`src/rtl/spi_slave_pkg.sv`:
```
// Shared types and constants for the SPI slave receive path.
package spi_slave_pkg;

  localparam int unsigned SYNC_STAGES = 2;

  typedef enum logic [1:0] {
    IDLE   = 2'd0,
    ACTIVE = 2'd1,
    PUSH   = 2'd2
  } rx_state_e;

  typedef struct packed {
    logic cpol;
    logic cpha;
  } spi_mode_t;

  // Modes 0 and 3 sample on the rising sclk edge, modes 1 and 2 on the falling edge.
  function automatic logic sample_on_rise(input spi_mode_t mode);
    return mode.cpol == mode.cpha;
  endfunction

endpackage

```
`src/rtl/spi_bit_sync.sv`:
```
// Multi-flop synchroniser for one asynchronous pin; reset level is a parameter.
module spi_bit_sync
  import spi_slave_pkg::*;
#(
  parameter logic RST_VAL = 1'b0
) (
  input  logic clk_i,
  input  logic rst_ni,
  input  logic d_i,
  output logic q_o
);

  logic [SYNC_STAGES-1:0] sync_q;

  always_ff @(posedge clk_i or negedge rst_ni) begin
    if (!rst_ni) sync_q <= {SYNC_STAGES{RST_VAL}};
    else         sync_q <= {sync_q[SYNC_STAGES-2:0], d_i};
  end

  assign q_o = sync_q[SYNC_STAGES-1];

endmodule

```
`src/rtl/spi_rx_word_framer.sv`:
```
// SPI slave deserialiser feeding the CDC FIFO write port.
// Define SPI_RX_PARTIAL_FLUSH_EN to push a partial word (right-aligned) when cs_n rises mid-word.
module spi_rx_word_framer
  import spi_slave_pkg::*;
#(
  parameter int unsigned DATA_WIDTH = 32,
  parameter int unsigned CNT_WIDTH  = 16
) (
  input  logic                  wclk,
  input  logic                  wrst_n,
  input  logic                  spi_sclk,
  input  logic                  spi_cs_n,
  input  logic                  spi_mosi,
  input  logic                  cfg_cpol,
  input  logic                  cfg_cpha,
  input  logic                  fifo_wfull,
  output logic                  fifo_winc,
  output logic [DATA_WIDTH-1:0] fifo_wdata,
  input  logic                  ovf_clr,
  output logic                  rx_overflow,
  output logic                  frame_err,
  output logic                  frame_active,
  output logic [CNT_WIDTH-1:0]  rx_word_cnt
);

  localparam int unsigned     BCW      = $clog2(DATA_WIDTH);
  localparam logic [BCW-1:0]  LAST_BIT = BCW'(DATA_WIDTH - 1);

  logic sclk_s, cs_n_s, mosi_s;
  logic sclk_prev_q;
  logic sample;
  spi_mode_t mode;

  rx_state_e             state_q, state_d;
  logic [BCW-1:0]        bit_cnt_q, bit_cnt_d;
  logic [DATA_WIDTH-1:0] sr_q, sr_d;
  logic                  winc_q, winc_d;
  logic [DATA_WIDTH-1:0] wdata_q, wdata_d;
  logic [CNT_WIDTH-1:0]  cnt_q, cnt_d;
  logic                  ovf_q, ovf_d;
  logic                  ferr_q, ferr_d;

  spi_bit_sync #(.RST_VAL(1'b0)) u_sync_sclk (.clk_i(wclk), .rst_ni(wrst_n), .d_i(spi_sclk), .q_o(sclk_s));
  spi_bit_sync #(.RST_VAL(1'b1)) u_sync_cs_n (.clk_i(wclk), .rst_ni(wrst_n), .d_i(spi_cs_n), .q_o(cs_n_s));
  spi_bit_sync #(.RST_VAL(1'b0)) u_sync_mosi (.clk_i(wclk), .rst_ni(wrst_n), .d_i(spi_mosi), .q_o(mosi_s));

  assign mode   = {cfg_cpol, cfg_cpha};
  assign sample = sample_on_rise(mode) ? (sclk_s & ~sclk_prev_q) : (~sclk_s & sclk_prev_q);

  always_ff @(posedge wclk or negedge wrst_n) begin
    if (!wrst_n) begin
      sclk_prev_q <= 1'b0;
      state_q     <= IDLE;
      bit_cnt_q   <= '0;
      sr_q        <= '0;
      winc_q      <= 1'b0;
      wdata_q     <= '0;
      cnt_q       <= '0;
      ovf_q       <= 1'b0;
      ferr_q      <= 1'b0;
    end else begin
      sclk_prev_q <= sclk_s;
      state_q     <= state_d;
      bit_cnt_q   <= bit_cnt_d;
      sr_q        <= sr_d;
      winc_q      <= winc_d;
      wdata_q     <= wdata_d;
      cnt_q       <= cnt_d;
      ovf_q       <= ovf_d;
      ferr_q      <= ferr_d;
    end
  end

  always_comb begin
    state_d   = state_q;
    bit_cnt_d = bit_cnt_q;
    sr_d      = sr_q;
    winc_d    = 1'b0;
    wdata_d   = wdata_q;
    cnt_d     = cnt_q;
    // Clear first so a same-cycle set below takes priority.
    ovf_d     = ovf_q & ~ovf_clr;
    ferr_d    = ferr_q & ~ovf_clr;
    unique case (state_q)
      IDLE: begin
        bit_cnt_d = '0;
        sr_d      = '0;
        if (!cs_n_s) state_d = ACTIVE;
      end
      ACTIVE: begin
        if (cs_n_s) begin
          state_d = IDLE;
          if (bit_cnt_q != '0) begin
            ferr_d = 1'b1;
`ifdef SPI_RX_PARTIAL_FLUSH_EN
            state_d = PUSH;
`endif
          end
        end else if (sample) begin
          sr_d      = {sr_q[DATA_WIDTH-2:0], mosi_s};
          bit_cnt_d = bit_cnt_q + 1'b1;
          if (bit_cnt_q == LAST_BIT) state_d = PUSH;
        end
      end
      PUSH: begin
        if (!fifo_wfull) begin
          winc_d  = 1'b1;
          wdata_d = sr_q;
          cnt_d   = cnt_q + 1'b1;
        end else begin
          ovf_d = 1'b1;
        end
        bit_cnt_d = '0;
        sr_d      = '0;
        state_d   = cs_n_s ? IDLE : ACTIVE;
      end
      default: state_d = IDLE;
    endcase
  end

  assign fifo_winc    = winc_q;
  assign fifo_wdata   = wdata_q;
  assign rx_overflow  = ovf_q;
  assign frame_err    = ferr_q;
  assign frame_active = (state_q == ACTIVE) || (state_q == PUSH);
  assign rx_word_cnt  = cnt_q;

endmodule

```
`config.mk`:
```
export PLATFORM = sky130hd
export DESIGN_NAME = spi_rx_word_framer
export DESIGN_NICKNAME = d
export VERILOG_FILES = /design/src/rtl/spi_slave_pkg.sv /design/src/rtl/spi_bit_sync.sv /design/src/rtl/spi_rx_word_framer.sv
export SDC_FILE = /design/constraint.sdc
export NUM_CORES = 1
export LEC_CHECK = 0
export BUFFER_PORTS_ARGS = -buffer_cell sky130_fd_sc_hd__buf_2
export CAP_MARGIN = 40
export CORE_MARGIN = 8
export CORE_UTILIZATION = 50
export CTS_BUF_LIST = sky130_fd_sc_hd__clkbuf_8
export CTS_CLUSTER_SIZE = 20
export DETAILED_ROUTE_END_ITERATION = 6
export GPL_ROUTABILITY_DRIVEN = 0
export PLACE_DENSITY_LB_ADDON = 0.08
export SETUP_SLACK_MARGIN = 0.1
export SLEW_MARGIN = 15
export SYNTH_ARGS = -nofsm -noshare
export SYNTH_HDL_FRONTEND = slang
export SYNTH_SLANG_ARGS = --single-unit
```
`constraint.sdc`:
```
create_clock -name wclk -period 3.03 [get_ports wclk]
set_clock_uncertainty 0.2 [all_clocks]
set_input_delay 0.4545 -clock wclk [delete_from_list [all_inputs] [get_ports wclk]]
set_output_delay 0.4545 -clock wclk [all_outputs]
set_load 0.05 [all_outputs]
```
==> flow_summary.yaml, run 1 <==
route:
  via_per_inst: 4.89
  initialDrtViolationCount: 93
  drt_first_pass_iters: 4
  route.antenna.remaining_nets: 0
  via_count: 2665
  wirelength_um: 7250
  detail_route.wl_per_cell_um: 13.3
  drt_drc_violations_left: 0
global_route:
  grt_start_max_net_pins: 69
  grt_antenna_before_repair: 0
  grt_pass1_wl_um: 12600
  gr-total-overflow: 0
  globalRouteTotalUtil: 0.136
  first_global_vias: 2777
power:
  power-per-cell-area_nw_per_um2: 727
  power_leakage_nw: 2.41
  pwr-share-seq: 0.430
  clock_power_frac: 0.233
  power.switching_mw: 1.30
  max-vdd-ir-drop_mv: 0.338
  p_int_mw: 2.11
  p_total_mw: 3.41
  combinationalPowerShare: 0.337
  switching_share: 0.380
sta:
  slew_viol_final: 0
  fin_crit_sh: 0.699
  setup_viol_count_final: 0
  finalHoldViolCount: 0
  rsz_0062_raised_after_global_routing: "no"
  relSlewSlack: 0.619
  final.min_clock_period_ns: 2.12
  fin_tns_setup_ns: 0
  fmax_mhz: 472
  tightestPinTransition_ns: 0.556
critical_path:
  critical-path-max-stage-delay_ns: 0.44
  critPathBufInv: 2
  ordered_cell_list_for_the_critical_path: "inv_1, ha_1, and2_2, a211oi_4, buf_12, mux2i_1"
  arrival_ns: 2.19
  critical_path_class: "flip-flop to flip-flop"
  critical_path.startpoint: "state_q[1]"
  path_delay_family: "flip-flops"
  timing.critical_path.from_type: "flip-flop"
  critPathRequiredTime_ns: 3.10
  r2r_start: "state_q[1]"
  worst_setup_end_kind: "flip-flop"
  timing.critical_path.slowest_stage_cell: "dfrtp_1"
  path_max_fanout: 37
die:
  dieHeight_um: 106
  dieArea_um2: 11300
  core_um2: 8050
  pin_count: 61
  die-width_um: 106
  rows: 33
  start_util: 0.506
logic_synthesis:
  syn-mean-instance-area_um2: 11.0
  syn_area_um2: 4070
  ys_seq_area_frac: 0.597
  ys_ff_latch: 97
  synth-warning-count: 0
  synthesis.instances: 371
  synth.net_count: 389
  synth_cell_type_count: 31
clocking:
  cts_max_path_buffers: 2
  cts_resized: 0
  clkSinkCount: 97
  ctsRootBufferMaster: "clkbuf_8"
  postCtsSetupRepairBufs: 0
  cts_tree: "built"
  clk_transition_reported_paths_ns: 0.09
  ctsHtreeMaxLevel: 3
  cts_inserted_buffers: 9
  clk_lat_worst_skew_ns: 0.36
  ctsHoldBuffers: 4
hold_path:
  hold_path_class: "input port to flip-flop"
  holdCritStartpoint: "ovf_clr"
final_layout:
  layout_common_cells: "dfrtp_1 (95), nand2_1 (80), buf_2 (59), inv_1 (43), mux2i_1 (38)"
  flow.area_growth_from_synthesis_pct: 15.1
  layout.cells.most_common: "dfrtp_1"
  antennaDiodeCount: 0
  drive_gt1_frac: 0.205
  finalNetCount: 453
placed_design:
  dpl.hpwl_um: 4900
  buffer_ports.inserted: 60
status:
  outcome: "complete, no violations"
flow_run:
  number_of_max_cap_violations: 0
## flip-flops by register name, indices dropped and copies added, names as in the netlist
| register | flops |
|---|---|
| fifo_wdata | 32 |
| sr_q | 32 |
| rx_word_cnt | 16 |
| bit_cnt_q | 5 |
| state_q | 2 |
| u_sync_cs_n.sync_q | 2 |
| u_sync_mosi.sync_q | 2 |
| u_sync_sclk.sync_q | 2 |
| fifo_winc | 1 |
| frame_err | 1 |
| rx_overflow | 1 |
| sclk_prev_q | 1 |
## power groups by stage
stage / Clock, mW / Sequential [mW] / Combinational, mW
finish: 0.796 / 1.47 / 1.15
global route: 0.870 / 1.49 / 1.24
CTS: 0.825 / 1.47 / 1.16
detailed placement: 0 / 1.49 / 1.16
global placement: 0 / 1.49 / 1.15
floorplan: 0 / 1.64 / 0.847
## layout make-up
cell class              instances  area (um^2)
inverters                      43          161
clock buffers                  11          151
well taps                     105          131
clock inverters                 5         36.3
repair buffers                 68          398
multi-input cells             216         1380
flip-flops and latches         97         2430
fillers                       740         3360
## through the flow
step | setup slack (ns) | hold WS (ns) | instance area [um^2] | utilization | cells
after floorplan | 1.15 | -0.0411 | 4070 | - | 371
after global placement | 0.964 | 0.133 | 4460 | 0.554 | 525
after detailed placement | 0.899 | 0.135 | 4460 | 0.554 | 525
after CTS | 0.871 | 0.0742 | 4690 | 0.582 | 545
after global routing | 0.737 | 0.0919 | 4690 | 0.582 | 545
final | 0.911 | 0.0932 | 4690 | 0.582 | 545
## kinds of logic (layout without fill, tap and decap cells)
kind of cell / count (synthesis) / count (layout) / share of synthesized area
DFF: 97 / 97 / 0.597
AOI/OAI and AO/OA: 40 / 40 / 0.0584
xor gates and xnor gates: 16 / 16 / 0.0344
buffers and inverters: 58 / 127 / 0.0673
and+or+nand+nor: 113 / 113 / 0.122
muxes: 38 / 38 / 0.0934
adders and majority gates: 9 / 9 / 0.0277
## per-layer routing
| metal | track usage | wire, um | vias to the layer above |
|---|---|---|---|
| li1 | - | - | 1320 |
| met1 | 0.165 | 3440 | 1289 |
| met2 | 0.224 | 3290 | 47 |
| met3 | 0.0460 | 424 | 9 |
| met4 | 0.0422 | 98 | 0 |
| met5 | 0 | 0 | - |
## worst register-to-register path, delay by kind of cell (launching register included)
kind | cells | cell delay (ns)
AND/OR/NAND/NOR | 1 | 0.24
flip-flops | 1 | 0.44
multiplexers | 1 | 0.26
adder cells (fa/ha/maj) | 1 | 0.28
AO/OA/AOI/OAI | 1 | 0.25
buffers and inverters | 2 | 0.38
## Yosys cell counts
cell | instances | area [um^2]
o221ai_2 | 1 | 15.0
clkbuf_1 | 11 | 41.3
or3_1 | 1 | 6.26
o2bb2ai_2 | 1 | 15.0
a211oi_1 | 1 | 7.51
buf_6 | 1 | 11.3
and2_2 | 2 | 15.0
mux2i_1 | 38 | 380
xor2_1 | 2 | 17.5
nor4_1 | 1 | 6.26
o41ai_1 | 1 | 8.76
inv_1 | 43 | 161
nand3b_1 | 1 | 7.51
nand4_1 | 3 | 18.8
a2111oi_0 | 1 | 8.76
and3_1 | 6 | 37.5
dfrtp_1 | 95 | 2380
and4_1 | 2 | 17.5
a211oi_2 | 1 | 12.5
dfstp_2 | 2 | 52.6
nand2_1 | 80 | 300
nand3_1 | 6 | 30.0
nor2b_1 | 3 | 18.8
nand2b_1 | 2 | 12.5
buf_12 | 3 | 60.1
o21ai_0 | 34 | 170
xnor2_1 | 14 | 123
or2_2 | 1 | 6.26
ha_1 | 9 | 113
nor2_1 | 3 | 11.3
nor3_1 | 2 | 10.0
## final timing paths
check                      slack [ns]                    end  cells past startpoint
setup / recovery                 0.91               sr_q[27]                      6
hold / removal                   0.09              frame_err                      2
setup reg to reg                 0.91               sr_q[27]                      6
hold reg to reg                  0.15  u_sync_sclk.sync_q[1]                      0
max in group asynchronous        1.52           bit_cnt_q[0]                      3
min in group asynchronous        0.44         rx_word_cnt[4]                      2
(Power assumes the default switching activity.)
==> inputs of run 2 (changes only) <==
==> constraint.sdc (replaced) <==
create_clock -name wclk -period 2.2 [get_ports wclk]
set_clock_uncertainty 0.2 [all_clocks]
set_input_delay 0.33 -clock wclk [delete_from_list [all_inputs] [get_ports wclk]]
set_output_delay 0.33 -clock wclk [all_outputs]
set_load 0.05 [all_outputs]
==> run 2 against run 1 <==
Compared with the run above: first-iteration DRC count fell by 37%; utilization increased by 0.81 points; register-to-register slack worse by 0.72 ns; worst setup slack got worse by 0.72 ns; non-clock buffer count up 4; critical path depth unchanged; highest routed layer unchanged; wire length is 1.8% higher; cell count up 0.73%; maximum frequency up 5.5%.
==> flow_summary.yaml, run 2 (synthesis gave the netlist of run 1 again) <==
status:
  outcome: "complete, no violations"
sta:
  fin_tns_setup_ns: 0
  setup_viol_count_final: 0
  fmax_mhz: 498
  rsz_0062_raised_after_global_routing: "yes"
  final.min_clock_period_ns: 2.01
  finalHoldViolCount: 0
  fin_crit_sh: 0.913
  tightestPinTransition_ns: 0.500
  relSlewSlack: 0.658
  slew_viol_final: 0
  finalHoldWorstSlack_ns: 0.0299
  final.setup.worst_slack_ns: 0.192
final_layout:
  antennaDiodeCount: 0
  layout.cells.most_common: "dfrtp_1"
  fillers: 708
  layout_common_cells: "dfrtp_1 (95), nand2_1 (80), buf_2 (59), inv_1 (43), mux2i_1 (38)"
  finalNetCount: 457
  final_standard_cell_utilization_of_the_core: 0.591
  final_design_area_no_fill_um2: 4750
  drive_gt1_frac: 0.209
  flow.area_growth_from_synthesis_pct: 16.7
  stdcell_count: 549
power:
  power-per-cell-area_nw_per_um2: 1020
  max-vdd-ir-drop_mv: 0.427
  power_leakage_nw: 2.44
  p_total_mw: 4.84
placed_design:
  buffer_ports.inserted: 60
  place_ws_ns: 0.200
  dpl.hpwl_um: 5030
  placed_cells: 528
  placed_area_um2: 4500
route:
  via_count: 2653
  wl_met3_um: 362
  detail_route.wl_per_cell_um: 13.4
  route.antenna.remaining_nets: 0
  wirelength_um: 7380
  drt_drc_violations_left: 0
  drt_first_pass_iters: 4
  routedLengthMet1_um: 3500
  topRoutingLayerUsed: "met4"
  met2RoutedLength_um: 3410
  via_per_inst: 4.83
  initialDrtViolationCount: 59
clocking:
  ctsRootBufferMaster: "clkbuf_8"
  clkSinkCount: 97
  cts_max_path_buffers: 2
  cts_inserted_buffers: 9
  ctsHtreeMaxLevel: 3
  clk_transition_reported_paths_ns: 0.09
  clk_lat_worst_skew_ns: 0.35
  cts_tree: "built"
  postCtsSetupRepairBufs: 0
die:
  core_um2: 8050
  die-width_um: 106
  dieArea_um2: 11300
  pin_count: 61
  dieHeight_um: 106
  start_util: 0.506
  rows: 33
critical_path:
  critical_path_class: "flip-flop to flip-flop"
  critPathBufInv: 2
  timing.critical_path.from_type: "flip-flop"
  worst_setup_end_kind: "flip-flop"
  arrival_ns: 2.08
  critPathRequiredTime_ns: 2.27
  critical-path-max-stage-delay_ns: 0.43
  ordered_cell_list_for_the_critical_path: "inv_1, ha_1, and2_2, a211oi_4, buf_12, mux2i_1"
  path_delay_family: "flip-flops"
  path_max_fanout: 37
  timing.critical_path.slowest_stage_cell: "dfrtp_1"
hold_path:
  hold_path_class: "input port to flip-flop"
global_route:
  grt_antenna_before_repair: 0
  first_global_vias: 2697
  grt_pass1_wl_um: 12700
  grt_start_max_net_pins: 67
  gr-total-overflow: 0
  globalRouteTotalUtil: 0.137
flow_run:
  number_of_max_cap_violations: 0
run 2: cell count changes in the layout (fill, tap and decap cells not counted):
cell           previous run  this run
inv_6                     2         1
dlygate4sd3_1             4         5
buf_12                    2         3
clkbuf_8                 11        10
buf_4                     3         4
buf_6                     0         1
clkinv_4                  1         2
bufinv_16                 0         1
run 2: final timing paths:
kind                                             from               endpoint  slack [ns]  cells after the start
worst max-delay path                       state_q[1]               sr_q[21]        0.19                      6
worst min-delay path                       fifo_wfull            rx_overflow        0.03                      3
worst max register to register             state_q[1]               sr_q[21]        0.19                      6
worst min register to register  u_sync_sclk.sync_q[0]  u_sync_sclk.sync_q[1]        0.16                      0
max in group asynchronous                      wrst_n               sr_q[15]        0.98                      3
min in group asynchronous                      wrst_n              frame_err        0.19                      2
run 2: layout make-up:
type | instances | area (um^2) | area share
tap | 105 | 131 | 0.0276
multi-input combinational | 216 | 1380 | 0.291
inverter | 43 | 161 | 0.0339
timing repair buffer | 72 | 447 | 0.0939
clock inverter | 6 | 66.3 | 0.0139
sequential | 97 | 2430 | 0.511
clock buffer | 10 | 138 | 0.0289
run 2: worst reg2reg max path: stages (launching register included):
cell	delay, ns
dfrtp_1	0.43
inv_1	0.09
ha_1	0.19
and2_2	0.21
a211oi_4	0.25
buf_12	0.29
mux2i_1	0.27
run 2: timing repair:
| action | 4_1_cts | 5_1_grt |
|---|---|---|
| setup endpoints to repair | 0 | 25 |
| hold buffers | 5 | 0 |
| gates resized for setup | 0 | 1 |
| hold endpoints to repair | 50 | 0 |
run 2: report_power, final:
part | switching, mW | internal [mW] | total [mW]
Combinational | 1.08 | 0.569 | 1.65
Sequential | 0.105 | 1.91 | 2.02
Clock | 0.610 | 0.561 | 1.17
run 2: per-layer routing:
| layer | GRT usage | vias up |
|---|---|---|
| li1 | - | 1327 |
| met1 | 0.175 | 1264 |
| met2 | 0.218 | 53 |
| met3 | 0.0381 | 9 |
| met4 | 0.0543 | 0 |
| met5 | 0 | - |
